$ cat src/rtl/render_sched_if.sv
// Pixel coordinate handshake between the render scheduler and GEN_RAY.
// The scheduler is the master; the ray generator is the slave.
interface render_sched_if;
  logic       pix_valid;
  logic       pix_ready;
  logic [9:0] pix_x;
  logic [9:0] pix_y;

  modport master (
    output pix_valid,
    output pix_x,
    output pix_y,
    input  pix_ready
  );

  modport slave (
    input  pix_valid,
    input  pix_x,
    input  pix_y,
    output pix_ready
  );
endinterface

$ cat src/rtl/render_sched.sv
// Frame scheduler: camera setup, raster pixel issue with credit limit,
// drain of in-flight pixels and queuing of re-render requests.
module render_sched #(
  parameter int WIDTH        = 800,
  parameter int HEIGHT       = 600,
  parameter int MAX_INFLIGHT = 8
) (
  input  logic          clk_in,
  input  logic          reset_n,
  input  logic          req_move,
  input  logic          req_rotate,
  output logic          cam_init_start,
  input  logic          cam_init_done,
  render_sched_if.master pix,
  input  logic          retire,
  output logic [1:0]    draw_mode,
  output logic          busy,
  output logic          pending,
  output logic          frame_done,
  output logic          err
);

  localparam int CW = $clog2(MAX_INFLIGHT + 1);
  localparam logic [9:0] XL = 10'(WIDTH - 1);
  localparam logic [9:0] YL = 10'(HEIGHT - 1);
  localparam logic [CW-1:0] CMAX = CW'(MAX_INFLIGHT);

  typedef enum logic [1:0] {
    STILL,
    INIT_CAM,
    ISSUE,
    DRAIN
  } state_e;

  state_e        state_q, state_d;
  logic [9:0]    x_q, x_d;
  logic [9:0]    y_q, y_d;
  logic [CW-1:0] cnt_q, cnt_d;
  logic          pend_q, pend_d;
  logic          prot_q, prot_d;
  logic          err_q, err_d;
  logic          start_q, start_d;
  logic [1:0]    mode_q, mode_d;

  logic valid;
  logic xfer;
  logic ret_ok;
  logic any_req;
  logic last_px;
  logic done_now;

  always_comb begin
    state_d  = state_q;
    x_d      = x_q;
    y_d      = y_q;
    cnt_d    = cnt_q;
    pend_d   = pend_q;
    prot_d   = prot_q;
    mode_d   = mode_q;
    start_d  = 1'b0;
    done_now = 1'b0;

    valid   = (state_q == ISSUE) && (cnt_q != CMAX);
    xfer    = valid && pix.pix_ready;
    ret_ok  = retire && (cnt_q != '0);
    err_d   = err_q | (retire && (cnt_q == '0));
    any_req = req_move | req_rotate;
    last_px = (x_q == XL) && (y_q == YL);

    unique case (1'b1)
      xfer && !ret_ok: cnt_d = cnt_q + CW'(1);
      !xfer && ret_ok: cnt_d = cnt_q - CW'(1);
      default:         cnt_d = cnt_q;
    endcase

    unique case (state_q)
      STILL: begin
        if (any_req) begin
          state_d = INIT_CAM;
          start_d = 1'b1;
          mode_d  = req_rotate ? 2'b11 : 2'b10;
        end
      end
      INIT_CAM: begin
        if (cam_init_done) begin
          state_d = ISSUE;
          x_d     = '0;
          y_d     = '0;
        end
      end
      ISSUE: begin
        if (xfer) begin
          if (last_px) begin
            state_d = DRAIN;
          end else if (x_q == XL) begin
            x_d = '0;
            y_d = y_q + 10'd1;
          end else begin
            x_d = x_q + 10'd1;
          end
        end
      end
      DRAIN: begin
        if (cnt_d == '0) begin
          done_now = 1'b1;
          // a request arriving in this very cycle still chains a frame
          if (pend_q || any_req) begin
            state_d = INIT_CAM;
            start_d = 1'b1;
            mode_d  = (prot_q || req_rotate) ? 2'b11 : 2'b10;
          end else begin
            state_d = STILL;
            mode_d  = 2'b00;
          end
        end
      end
      default: state_d = STILL;
    endcase

    if (start_d) begin
      pend_d = 1'b0;
      prot_d = 1'b0;
    end else if ((state_q != STILL) && any_req) begin
      pend_d = 1'b1;
      prot_d = prot_q | req_rotate;
    end
  end

  always_ff @(posedge clk_in) begin
    if (!reset_n) begin
      state_q <= STILL;
      x_q     <= '0;
      y_q     <= '0;
      cnt_q   <= '0;
      pend_q  <= 1'b0;
      prot_q  <= 1'b0;
      err_q   <= 1'b0;
      start_q <= 1'b0;
      mode_q  <= 2'b00;
    end else begin
      state_q <= state_d;
      x_q     <= x_d;
      y_q     <= y_d;
      cnt_q   <= cnt_d;
      pend_q  <= pend_d;
      prot_q  <= prot_d;
      err_q   <= err_d;
      start_q <= start_d;
      mode_q  <= mode_d;
    end
  end

  assign pix.pix_valid  = valid;
  assign pix.pix_x      = x_q;
  assign pix.pix_y      = y_q;
  assign cam_init_start = start_q;
  assign draw_mode      = mode_q;
  assign busy           = (state_q != STILL);
  assign pending        = pend_q;
  assign frame_done     = done_now && reset_n;
  assign err            = err_q;

endmodule

$ cat src/flat_wrapper.sv
// flat-port wrapper written by rule: the top's interface ports become plain ports
module render_sched_flat 
#(
  parameter int WIDTH        = 800,
  parameter int HEIGHT       = 600,
  parameter int MAX_INFLIGHT = 8
)
  (clk_in, reset_n, req_move, req_rotate, cam_init_start, cam_init_done, retire, draw_mode, busy, pending, frame_done, err, pix_pix_valid, pix_pix_x, pix_pix_y, pix_pix_ready);
  render_sched_if pix_i ();
  input  logic clk_in;
  input  logic reset_n;
  input  logic req_move;
  input  logic req_rotate;
  output logic cam_init_start;
  input  logic cam_init_done;
  input  logic retire;
  output logic [1:0] draw_mode;
  output logic busy;
  output logic pending;
  output logic frame_done;
  output logic err;
  output wire logic [$bits(pix_i.pix_valid)-1:0] pix_pix_valid;
  output wire logic [$bits(pix_i.pix_x)-1:0] pix_pix_x;
  output wire logic [$bits(pix_i.pix_y)-1:0] pix_pix_y;
  input wire logic [$bits(pix_i.pix_ready)-1:0] pix_pix_ready;
  assign pix_pix_valid = pix_i.pix_valid;
  assign pix_pix_x = pix_i.pix_x;
  assign pix_pix_y = pix_i.pix_y;
  assign pix_i.pix_ready = pix_pix_ready;
  render_sched #(.WIDTH(WIDTH), .HEIGHT(HEIGHT), .MAX_INFLIGHT(MAX_INFLIGHT)) u_core (.clk_in(clk_in), .reset_n(reset_n), .req_move(req_move), .req_rotate(req_rotate), .cam_init_start(cam_init_start), .cam_init_done(cam_init_done), .pix(pix_i), .retire(retire), .draw_mode(draw_mode), .busy(busy), .pending(pending), .frame_done(frame_done), .err(err));
endmodule
$ cat config.mk
export PLATFORM = sky130hd
export DESIGN_NAME = render_sched_flat
export DESIGN_NICKNAME = d
export VERILOG_FILES = /design/src/rtl/render_sched_if.sv /design/src/rtl/render_sched.sv /design/src/flat_wrapper.sv
export SDC_FILE = /design/constraint.sdc
export NUM_CORES = 1
export LEC_CHECK = 0
export ABC_CLOCK_PERIOD_IN_PS = 6200
export CAP_MARGIN = 15
export CELL_PAD_IN_SITES_DETAIL_PLACEMENT = 1
export CELL_PAD_IN_SITES_GLOBAL_PLACEMENT = 2
export CORE_MARGIN = 5
export CORE_UTILIZATION = 33
export DETAILED_ROUTE_END_ITERATION = 16
export PLACE_DENSITY_LB_ADDON = 0.1
export SYNTH_ARGS = -nofsm -noshare
export SYNTH_HDL_FRONTEND = slang
export SYNTH_SLANG_ARGS = --single-unit
$ cat constraint.sdc
create_clock -name clk_in -period 6.2 [get_ports clk_in]
set_input_delay 1.55 -clock clk_in [delete_from_list [all_inputs] [get_ports clk_in]]
set_output_delay 1.55 -clock clk_in [all_outputs]
set_load 0.02 [all_outputs]
Yosys cells after proc, flatten, opt, wreduce, memory -nomap -nowiden
Index checks and enable logic that the tools add are counted.
Storage, ports and cells
  flip-flop bits (word level): 32
  latch bits: 0
  RAM bits: 0
  ROM bits: 0
  input port bits: 7
  memories: 0
Operators by class
  $add $sub $neg: 4
  $mul: 0
  divide/modulo/power cells: 0
  order comparisons: 0
  equal/unequal tests: 13
  shift operators: 0
  muxes and demuxes: 29
  bitwise logic cells: 4
  reduce and logical (&&, ||, !) cells: 25
Operators with widths (number)
  $mux 10: 7
  $pmux 10 s2: 2
  $add 10x1->10 const B: 2
  $eq 10x10->1 const B: 2
  $mux 2: 8
  $reduce_and 5->1: 2
  $logic_and 1x1->1: 9
  $logic_not 4->1: 2
  $mux 1: 8
  $ne 2x1->1 const B: 4
  $pmux 2 s4: 1
  $pmux 4 s2: 1
  $ne 2x2->1 const B: 3
  $reduce_bool 2->1: 3
  $add 4x1->4 const B: 1
  $eq 2x2->1 const B: 2
  $ne 4x4->1 const B: 1
  $pmux 2 s2: 1
  $reduce_and 4->1: 1
  $reduce_bool 4->1: 1
  $sub 4x1->4 const B: 1
  $or 1x1->1: 3
  $reduce_and 3->1: 1
  $eq 2x1->1 const B: 1
  other kinds (6): 8

Longest topological paths before layout
Gate-level depths: netlist of the first run.
  word-level depth: 10
  depth in mapped cells: 14

Worst setup path after synthesis of the first run
No wires, ideal clock.
  path kind: input -> output
  start point: input retire
  end point: output frame_done
  data arrival time: 3437 ps
  required time: 4650 ps
  setup slack: 1213 ps
  cell stages on the path: 9
  cell sequence: nor2b_1 > ha_1 > xor2_1 > ha_1 > a21oi_1 > mux2i_1 > xor2_1 > nand4_1 > nor3_1
On the way
  word-level cells in the longest chain between the ends: 8
  elaborated cells between the ends (all ways): 9
RTL lines
  start: declaration: line flat_wrapper.sv:16  | input logic retire;
  $logic_and 1x1->1 (*): line render_sched.sv:65  | ret_ok = retire && (cnt_q != '0);
  $logic_not 1->1: line render_sched.sv:71  | xfer && !ret_ok: cnt_d = cnt_q + CW'(1);
  $logic_and 1x1->1: line render_sched.sv:71
  $pmux 4 s2 (*): line render_sched.sv:70  | unique case (1'b1)
  $logic_not 4->1 (*): line render_sched.sv:104  | if (cnt_d == '0) begin
  $mux 1 (*): line render_sched.sv:104
  $mux 1 (*): line render_sched.sv:76  | unique case (state_q)
  $logic_and 1x1->1 (*): line render_sched.sv:160  | assign frame_done = done_now && reset_n;
  end: declaration: line flat_wrapper.sv:20  | output logic frame_done;
Every way passes the cells marked *; elsewhere a longest branch is shown, timed or not.

Worst setup path in the final report of the first run
Ends and elaborated chain as after synthesis.

==> results.md, run 1 <==
* Antenna violations before repair at 0
* Ys async rst share at 0%
* Fin area at 2360 sq um
* Synth area leader: dfxtp_1
* Vias per cell at 5.19
* Setup crit end kind: output port
* Antenna cell count at 0
* Wire length of the first global-routing pass at approximately 8600 microns
* Net Count, Synth at approximately 230
* Max-slew headroom at 57.7%
* Yosys warns at 0
* Final Cycle Share at 95.4%
* Site Rows at 27
* Vias at roughly 1700
* Cell variety after synth at 53
* Die Ht at 84.8 microns
* Fraction of layout instances using a drive strength above 1 at under 10%
* Reg clk slew, reported paths at 0.07 ns
* Core ar. at 5470 sq um
* TritonCTS clock tree: built
* HPWL Detailed at 3660 microns
* Crit-path cells: clkdlybuf4s50_1 -> nor2b_1 -> ha_1 -> xor2_1 -> ha_1 -> a21oi_1 -> mux2i_1 -> xor2_1 -> nand4_1 -> nor3_1 -> clkdlybuf4s50_1
* Clk sinks at 32
* CTS H-tree lvls at 2
* Max Slew Vio Count at 0
* GRT Resource Usage Total at roughly 15%
* Worst Path Required at approximately 4.7 ns
* Final #Nets at 264
* P_leak at 0.813 nW
* Die width at 84.8 microns
* Pin count of the biggest net entering global routing at 17
* Setup_tns at 0 ns
* Clock period minus final worst setup slack at 5.92 ns
* Setup Buffers After CTS at 0
* IO Pins at 35
* Worst hold slack at 0.486 ns
* Drt drc at 0
* Crit-path slowest cell: clkdlybuf4s50_1
* Max-cap viol count at 0
* Detail Route Antenna Nets at 0
* Clk root buf: clkbuf_8
* Top post-synthesis cells by area: dfxtp_1 35%, ha_1 6.1%, nor2_1 5.9%
* 1st-iter DRT viols at 46
* Placed Area at 2250 sq um
* Arrival time at the worst endpoint at about 4.4 ns
* Largest stage delay, worst path at 0.63 ns
* Syn avg cell area at 8.68 sq um
* Final wirelength at about 4900 microns
* RSZ-0062 raised after global routing: no
* P&R area growth vs syn at 27.5%
* Max VDD drop at 0.000149 V
* Port buffer count at 34
* Critical path buffer and inverter count at 2
* Setup clock skew after layout at 0.00808 ns
* Max Clk Rate at 169 MHz
* Routability Congestion at 0.714
* Final Hold Viols at 0
* Top cell type's share of synthesized area at roughly 35%
* Status: complete, no violations
* Top delay family on crit path: buffers and inverters
* Post-Synthesis Cell Area at 1850 sq um
* Post-CTS Resized at 0
* #FFs+latches synth at 32
* Type of origin of the critical path: primary input
* Num CTS Buffers at 5
* Grt ovf at 0
* Clk_lat worst skew at 0.28 ns
* Pwr per Cell Area at 367 nW/um^2
* Die area at around 7200 sq um
* Inst Count DP at 313
* Vias in the first global route at 1752
* First-pass detailed-route iteration total at 4
* Post-CTS Hold Fix Bufs at 0
* Drt wl/cell at 15.3 microns
* Crit Path Category: primary input to output port
* Post-synthesis sequential area ratio at 34.7%
* Tightest Pin Transition at 0.631 ns
* Initial Util at about a third
* Worst hold path class: register to register
* Final std cells w/o fill at between 300 and 400
* Final setup viols at 0
* Max clock buf depth at 2
* Number of enable flip-flop cells after synthesis at 0
* Post-Syn Instances at around 210
* Most used DFF post-synth: dfxtp_1
* Worst-path maximum fanout at 6
-- power breakdown --
part,internal (W),switching [W]
Combinational,0.000160,0.000247
Clock,0.000119,0.0000807
Sequential,0.000232,0.0000276
Total,0.000511,0.000355
-- cells in the mapped netlist (3+ instances only) --
library cell  count
nand2_1          18
mux2i_1           3
nand3b_1          3
nor2_1           29
dfxtp_1          32
and3_1            4
nor3_1            9
xor2_1            7
nand4_1           5
xnor2_1           7
inv_1            10
buf_2             3
or3_1             3
a21oi_1          14
nor4_1            4
o21ai_0           4
a21o_1            3
nand3_1           6
ha_1              9
-- final timing paths --
| check | start | depth (start not counted) | end | slack [ns] |
|---|---|---|---|---|
| setup / recovery | retire | 11 | frame_done | 0.28 |
| hold / removal | u_core.err | 2 | u_core.err | 0.49 |
| setup reg to reg | u_core.cnt_q[1] | 12 | u_core.state_q[0] | 2.97 |
| hold reg to reg | u_core.err | 2 | u_core.err | 0.49 |
-- routing by layer --
metal,up-vias,track usage (%),share of wire [%]
li1,839,-,-
met1,798,19.0,49
met5,-,0,0
met2,25,24.5,47
met4,0,2.59,0.69
met3,5,3.79,3.5
-- stage by stage --
step	util (%)	setup slack (ns)	power, W
3_3_place_gp	41.1	0.350	0.000678
5_1_grt	43.0	0.119	0.000939
4_1_cts	43.0	0.288	0.000887
2_1_floorplan	-	1.21	0.000560
6_report	43.0	0.284	0.000866
3_5_place_dp	41.1	0.294	0.000680
-- kinds of logic after synthesis --
| family | synth area share, % |
|---|---|
| mux | 1.62 |
| fa+ha+maj | 6.09 |
| simple gates | 28.9 |
| xor+xnor | 6.64 |
| compound gates | 18.4 |
| buf+inv | 3.66 |
| flops | 34.7 |
-- cell usage in the layout, fill, tap and decap left out, types with 3 or more instances in the layout --
master,synthesis,routed
xnor2_1,7,7
o21ai_0,4,4
and3_1,4,4
clkdlybuf4s50_1,0,34
ha_1,9,9
inv_1,10,10
nor2_1,29,29
nand3_1,6,6
mux2i_1,3,3
nor3_1,9,9
a21o_1,3,3
a21oi_1,14,14
nand3b_1,3,3
clkbuf_8,0,5
or3_1,3,3
nand2_1,18,18
nor4_1,4,4
xor2_1,7,7
dfxtp_1,32,32
nand4_1,5,5
-- tightest hold or removal path, stage by stage, from the launching register on --
cell and delay (ns):
dfxtp_1 0.34, a21oi_1 0.04, nor2_1 0.07
-- sequential cells by signal (all words and copies together), names as in the netlist --
signal	count
u_core.pix.pix_x	10
u_core.pix.pix_y	10
u_core.cnt_q	4
u_core.draw_mode	2
u_core.state_q	2
u_core.cam_init_start	1
u_core.err	1
u_core.pending	1
u_core.prot_q	1
-- layout make-up --
type                            instances  area (sq um)
Clock buffer                            6          72.6
Inverter                               10          37.5
Timing Repair Buffer                   34           340
Multi-Input combinational cell        165          1140
Sequential cell                        32           641
Clock inverter                          2          35.0
Tap cell                               72          90.1
Fill cell                             672          3120
(Power assumes the default switching activity.)
==> run 2, diff against run 1 <==
--- a/config.mk
+++ b/config.mk
@@ -5,12 +5,12 @@
 export SDC_FILE = /design/constraint.sdc
 export NUM_CORES = 1
 export LEC_CHECK = 0
-export ABC_CLOCK_PERIOD_IN_PS = 6200
+export ABC_CLOCK_PERIOD_IN_PS = 5200
 export CAP_MARGIN = 15
 export CELL_PAD_IN_SITES_DETAIL_PLACEMENT = 1
 export CELL_PAD_IN_SITES_GLOBAL_PLACEMENT = 2
-export CORE_MARGIN = 5
-export CORE_UTILIZATION = 33
+export CORE_MARGIN = 10
+export CORE_UTILIZATION = 28
 export DETAILED_ROUTE_END_ITERATION = 16
 export PLACE_DENSITY_LB_ADDON = 0.1
 export SYNTH_ARGS = -nofsm -noshare
==> constraint.sdc (replaced) <==
create_clock -name clk_in -period 5.2 [get_ports clk_in]
set_input_delay 1.3 -clock clk_in [delete_from_list [all_inputs] [get_ports clk_in]]
set_output_delay 1.3 -clock clk_in [all_outputs]
set_load 0.02 [all_outputs]
==> run 2 against run 1 <==
Wire length increased by 4.1%. Worst setup slack better by 0.067 ns. Critical path type unchanged. Highest routed layer unchanged. Global-route usage shrank 3.9 points. Combinational power is 29% higher.
==> results.md, run 2 (synthesis gave the netlist of run 1 again) <==
* Placed Area at 2330 sq um (+3.6%)
* Setup clock skew after layout at 0.00367 ns (-0.00441 ns)
* Fraction of layout instances using a drive strength above 1 at 12.4% (+4.0 points)
* Setup crit end kind: output port
* Drt wl/cell at 15.3 microns (-0.24%)
* Max Clk Rate at 206 MHz
* Grt ovf at 0 (unchanged)
* 1st-iter DRT viols at 39 (-15%)
* Reg clk slew, reported paths at 0.07 ns (about the same)
* IO Pins at 35 (unchanged)
* Max Slew Vio Count at 0 (unchanged)
* TritonCTS clock tree: built
* Crit-path slowest cell: clkdlybuf4s50_1
* Final #Nets at 274 (+3.8%)
* Final wirelength at 5110 microns (+4.1%)
* Drt drc at 0 (unchanged)
* Hold depth at 2 (unchanged)
* Worst hold path class: register to register
* Wire length of the first global-routing pass at 8850 microns (+3.3%)
* Status: complete, no violations
* HPWL Detailed at 3910 microns (+6.9%)
* Clk root buf: clkbuf_8
* Final WS setup at 0.351 ns (+0.0670 ns)
* Pin count of the biggest net entering global routing at 16 (-1)
* Sequential share of power at 29.6% (-0.4 points)
* Fin area at 2420 sq um (+2.8%)
* Crit-path cells: clkdlybuf4s50_1 -> nor2b_1 -> ha_1 -> xor2_1 -> ha_1 -> a21oi_1 -> mux2i_1 -> xor2_1 -> nand4_1 -> nor3_1 -> clkbuf_2
* Post-place setup slack at -0.0987 ns (-0.393 ns)
* Setup Buffers After CTS at 0 (unchanged)
* Tightest Pin Transition at 0.641 ns (+0.0106 ns)
* First-pass detailed-route iteration total at 5 (+1)
* Clock period minus final worst setup slack at 4.85 ns
* Comb pwr share at 50.2% (+3.3 points)
* Fillers at 786 (+17%)
* Clk sinks at 32 (unchanged)
* Site Rows at 29 (+7.4%)
* Final setup viols at 0 (unchanged)
* Int Power at 0.000611 W (+20%)
* Worst hold slack at 0.483 ns (-0.00332 ns)
* Critical path buffer and inverter count at 2 (unchanged)
* R2R setup slack at 2.00 ns (-0.97 ns)
* Num CTS Buffers at 5 (unchanged)
* Net Sw Frac at 41.4% (+0.40 points)
* Port buffer count at 34 (unchanged)
* Vias at 1674 (+0.42%)
* Type of origin of the critical path: primary input
* Max-slew headroom at 56.9% (-0.71 points)
* GRT Resource Usage Total at 10.6% (-3.9 points)
* Initial Util at 28.9% (-4.8 points)
* Core ar. at 6390 sq um (+17%)
* Antenna cell count at 0 (unchanged)
* Clk_lat worst skew at 0.28 ns (about the same)
* Most frequent cells in the layout: 33 x clkdlybuf4s50_1, 32 x dfxtp_1, 29 x nor2_1, 18 x nand2_1, 14 x a21oi_1
* Most common cell after layout, fill and taps aside: clkdlybuf4s50_1
* Max VDD drop at 0.000226 V (+52%)
* Reg2reg path depth at 13 (+1)
* Detail Route Antenna Nets at 0 (unchanged)
* Vias per cell at 5.00 (-3.8%)
* Final Hold Viols at 0 (unchanged)
* Max clock buf depth at 2 (unchanged)
* Antenna violations before repair at 0 (unchanged)
* CTS H-tree lvls at 2 (unchanged)
* Worst Path Required at 3.90 ns (-0.75 ns)
* Die Ht at 101 microns (+19%)
* Worst path depth at 11 (unchanged)
* Arrival time at the worst endpoint at 3.55 ns (-0.82 ns)
* Die area at 10200 sq um (+42%)
* RSZ-0062 raised after global routing: no
* NetSw at 0.000431 W (+22%)
* Largest stage delay, worst path at 0.47 ns (-0.16 ns)
* Crit Path Category: primary input to output port
* P&R area growth vs syn at 31.0%
* P_leak at 0.857 nW (+5.4%)
* Top delay family on crit path: buffers and inverters
* Pwr per Cell Area at 431 nW/um^2 (+17%)
* Routability Congestion at 0.693 (-2.8%)
* Vias in the first global route at 1794 (+2.4%)
* Worst-path maximum fanout at 2 (-4)
* Final Cycle Share at 93.3%
* Max-cap viol count at 0 (unchanged)
* Die width at 101 microns (+19%)
* Clock share of power at 20.2% (-2.9 points)
-- run 2: cell type report --
type                       count  area, sq um  area share [%]
sequential                    32          641            26.5
tap                           77         96.3            3.98
timing repair buffer          44          410            17.0
clock buffer                   7         96.3            3.98
multi-input combinational    165         1140            47.1
inverter                      10         37.5            1.55
-- run 2: through the flow --
stage	cells	power (W)	TNS, ns	utilization (%)
floorplan	213	0.000668	0	-
global placement	328	0.000850	-0.0383	36.5
detailed placement	328	0.000846	-0.0987	36.5
CTS	335	0.00107	0	38.0
global route	335	0.00114	0	37.9
finish	335	0.00104	0	37.9
-- run 2: worst reg2reg max path, cell delays in order, from the launching register on --
cell      delay [ns]
dfxtp_1         0.40
or4b_1          0.57
and2_1          0.21
nand2_1         0.11
ha_1            0.19
xor2_1          0.08
ha_1            0.18
a21oi_1         0.15
mux2i_1         0.25
xor2_1          0.21
buf_4           0.15
a41o_1          0.27
a31oi_1         0.13
a311oi_2        0.24
-- run 2: path summary, 6_finish.rpt --
check                       to             from
max                 frame_done           retire
min                 u_core.err       u_core.err
max reg2reg  u_core.state_q[0]  u_core.cnt_q[0]
min reg2reg         u_core.err       u_core.err
-- run 2: metal layers --
layer	up-vias	wire [microns]	GRT usage, %
met5	-	0	0
met4	0	43	2.57
met3	4	370	4.29
met2	28	2270	17.0
met1	789	2430	13.0
li1	853	-	-
-- run 2: what timing repair did --
action                                 in CTS  in global routing
hold buffers                                0                  0
endpoints found under the hold margin       0                  0
gates resized for setup                     1                  3
setup endpoints to repair                   1                  1
pin swaps                                   0                  0
-- run 2: power by group through the flow --
| stage | combinational [W] | sequential (W) | clock (W) |
|---|---|---|---|
| 2_1_floorplan | 0.000348 | 0.000319 | 0 |
| 3_5_place_dp | 0.000531 | 0.000315 | 0 |
| 3_3_place_gp | 0.000536 | 0.000315 | 0 |
| 4_1_cts | 0.000533 | 0.000310 | 0.000223 |
| 6_report | 0.000523 | 0.000309 | 0.000211 |
| 5_1_grt | 0.000590 | 0.000315 | 0.000233 |
==> run 3, diff against run 2 <==
--- a/config.mk
+++ b/config.mk
@@ -13,6 +13,7 @@
 export CORE_UTILIZATION = 28
 export DETAILED_ROUTE_END_ITERATION = 16
 export PLACE_DENSITY_LB_ADDON = 0.1
+export SETUP_SLACK_MARGIN = 0.4
 export SYNTH_ARGS = -nofsm -noshare
 export SYNTH_HDL_FRONTEND = slang
 export SYNTH_SLANG_ARGS = --single-unit
==> run 3 against run 2 <==
Via count increased by 4.4%. Final area increased by 6.4%. Wire length increased by 6.6%. Flip-flop and latch count unchanged. Maximum frequency increased by 8.0%. Hold slack improved by 0.0065 ns. Register-to-register slack got worse by 1.0 ns. Die area unchanged.
==> results.md, run 3 (synthesis gave the netlist of run 1 again) <==
* Status: complete, no violations
* Die width at 101 microns (unchanged)
* Grt ovf at 0 (unchanged)
* Routability Congestion at 0.693 (unchanged)
* Inst Count DP at 328 (unchanged)
* Drt wl/cell at 15.6 microns (+2.0%)
* Max VDD drop at 0.000273 V (+21%)
* Worst Path Required at 3.90 ns (about the same)
* IO Pins at 35 (unchanged)
* Clk_lat worst skew at 0.28 ns (about the same)
* Pin count of the biggest net entering global routing at 16 (unchanged)
* P_leak at 0.957 nW (+12%)
* Type of origin of the critical path: primary input
* Die Ht at 101 microns (unchanged)
* First-pass detailed-route iteration total at 4 (-1)
* RSZ-0062 raised after global routing: no
* P&R area growth vs syn at 39.4%
* Fraction of layout instances using a drive strength above 1 at 19.4% (+7.0 points)
* Worst hold slack at 0.489 ns (+0.00645 ns)
* Num CTS Buffers at 5 (unchanged)
* Wire length of the first global-routing pass at 9260 microns (+4.6%)
* Vias in the first global route at 1891 (+5.4%)
* 1st-iter DRT viols at 35 (-10%)
* Most frequent cells in the layout: 32 x dfxtp_1, 31 x clkdlybuf4s50_1, 29 x nor2_1, 26 x buf_4, 17 x nand2_1
* TritonCTS clock tree: built
* Post-place setup slack at -0.0987 ns (unchanged)
* HPWL Detailed at 3910 microns (unchanged)
* Tightest Pin Transition at 0.642 ns (+0.0000399 ns)
* Final WS setup at 0.708 ns (+0.358 ns)
* Core ar. at 6390 sq um (unchanged)
* GRT Resource Usage Total at 11.1% (+0.52 points)
* Drt drc at 0 (unchanged)
* Crit Path Category: primary input to output port
* Pwr per Cell Area at 480 nW/um^2 (+12%)
* R2R setup slack at 0.96 ns (-1.04 ns)
* Final std cells w/o fill at 350 (+4.5%)
* Clock period minus final worst setup slack at 4.49 ns (-0.358 ns)
* Max-slew headroom at 56.9% (about the same)
* Die area at 10200 sq um (unchanged)
* Setup crit end kind: output port
* Most common cell after layout, fill and taps aside: dfxtp_1
* Clk root buf: clkbuf_8
* Worst-path maximum fanout at 2 (unchanged)
* Setup_tns at 0 ns (unchanged)
* Max Clk Rate at 223 MHz (+8.0%)
* Arrival time at the worst endpoint at 3.19 ns (-0.36 ns)
* Vias at 1747 (+4.4%)
* Antenna violations before repair at 0 (unchanged)
* Max Slew Vio Count at 0 (unchanged)
* Initial Util at 28.9% (unchanged)
* Site Rows at 29 (unchanged)
* Final wirelength at 5450 microns (+6.6%)
* Reg clk slew, reported paths at 0.07 ns (about the same)
* Clk sinks at 32 (unchanged)
* Port buffer count at 34 (unchanged)
* Final Cycle Share at 86.4% (-6.9 points)
* Detail Route Antenna Nets at 0 (unchanged)
* Final #Nets at 289 (+5.5%)
* Antenna cell count at 0 (unchanged)
* CTS H-tree lvls at 2 (unchanged)
* Vias per cell at 4.99 (-0.11%)
* Final Hold Viols at 0 (unchanged)
* Worst hold path class: register to register
* Max clock buf depth at 2 (unchanged)
* Final setup viols at 0 (unchanged)
* Setup clock skew after layout at 0.00529 ns (+0.00162 ns)
* Max-cap viol count at 0 (unchanged)
run 3: changes by cell type in the layout (fill, tap and decap cells not counted), moves of 2 or more:
cell / delta
buf_4: +16
clkdlybuf4s50_1: -2
dlymetal6s2s_1: +2
ha_1: -2
run 3: worst max-delay path, cell delays in order:
cell and delay, ns:
dlymetal6s2s_1 0.13, nor2b_4 0.14, ha_4 0.19, xor2_1 0.14, ha_2 0.18, a21oi_2 0.11
mux2i_1 0.24, xor2_1 0.24, nand4_1 0.16, nor3_1 0.19, buf_4 0.17
run 3: worst paths after layout:
check	startpoint	end	cells past startpoint
setup / recovery	retire	frame_done	11
setup reg to reg	u_core.cnt_q[1]	u_core.cam_init_start	24
hold reg to reg	u_core.err	u_core.err	2
hold / removal	u_core.err	u_core.err	2
run 3: power breakdown:
part	switching [W]	internal [W]	total, W
Sequential	0.0000320	0.000276	0.000308
Clock	0.0000937	0.000118	0.000212
Combinational	0.000361	0.000356	0.000717
run 3: what timing repair did:
action	in CTS	in global routing
gates resized for setup	8	8
hold buffers	0	0
buffers inserted	12	3
endpoints found under the setup margin	1	4
cloned	0	0
pin swaps	1	4
run 3: final cells by class:
cell class	instances	area, sq um
clock buffer	7	96.3
fill	787	3810
inverter	10	37.5
multi-input combinational	165	1170
sequential	32	641
tap	77	96.3
timing repair buffer	59	531
run 3: through the flow:
stage	power (W)	cell area, sq um	utilization (%)
after floorplan	0.000668	1850	-
after global placement	0.000850	2330	36.5
after detailed placement	0.000846	2330	36.5
after CTS	0.00122	2520	39.5
after global routing	0.00134	2580	40.3
final	0.00124	2580	40.3
run 3: routing by layer:
layer	track usage, %	vias up	part of all wire (%)
li1	-	884	-
met4	3.22	0	0.35
met5	0	-	0
met3	4.29	2	6.8
met2	18.3	27	47
met1	13.2	834	46
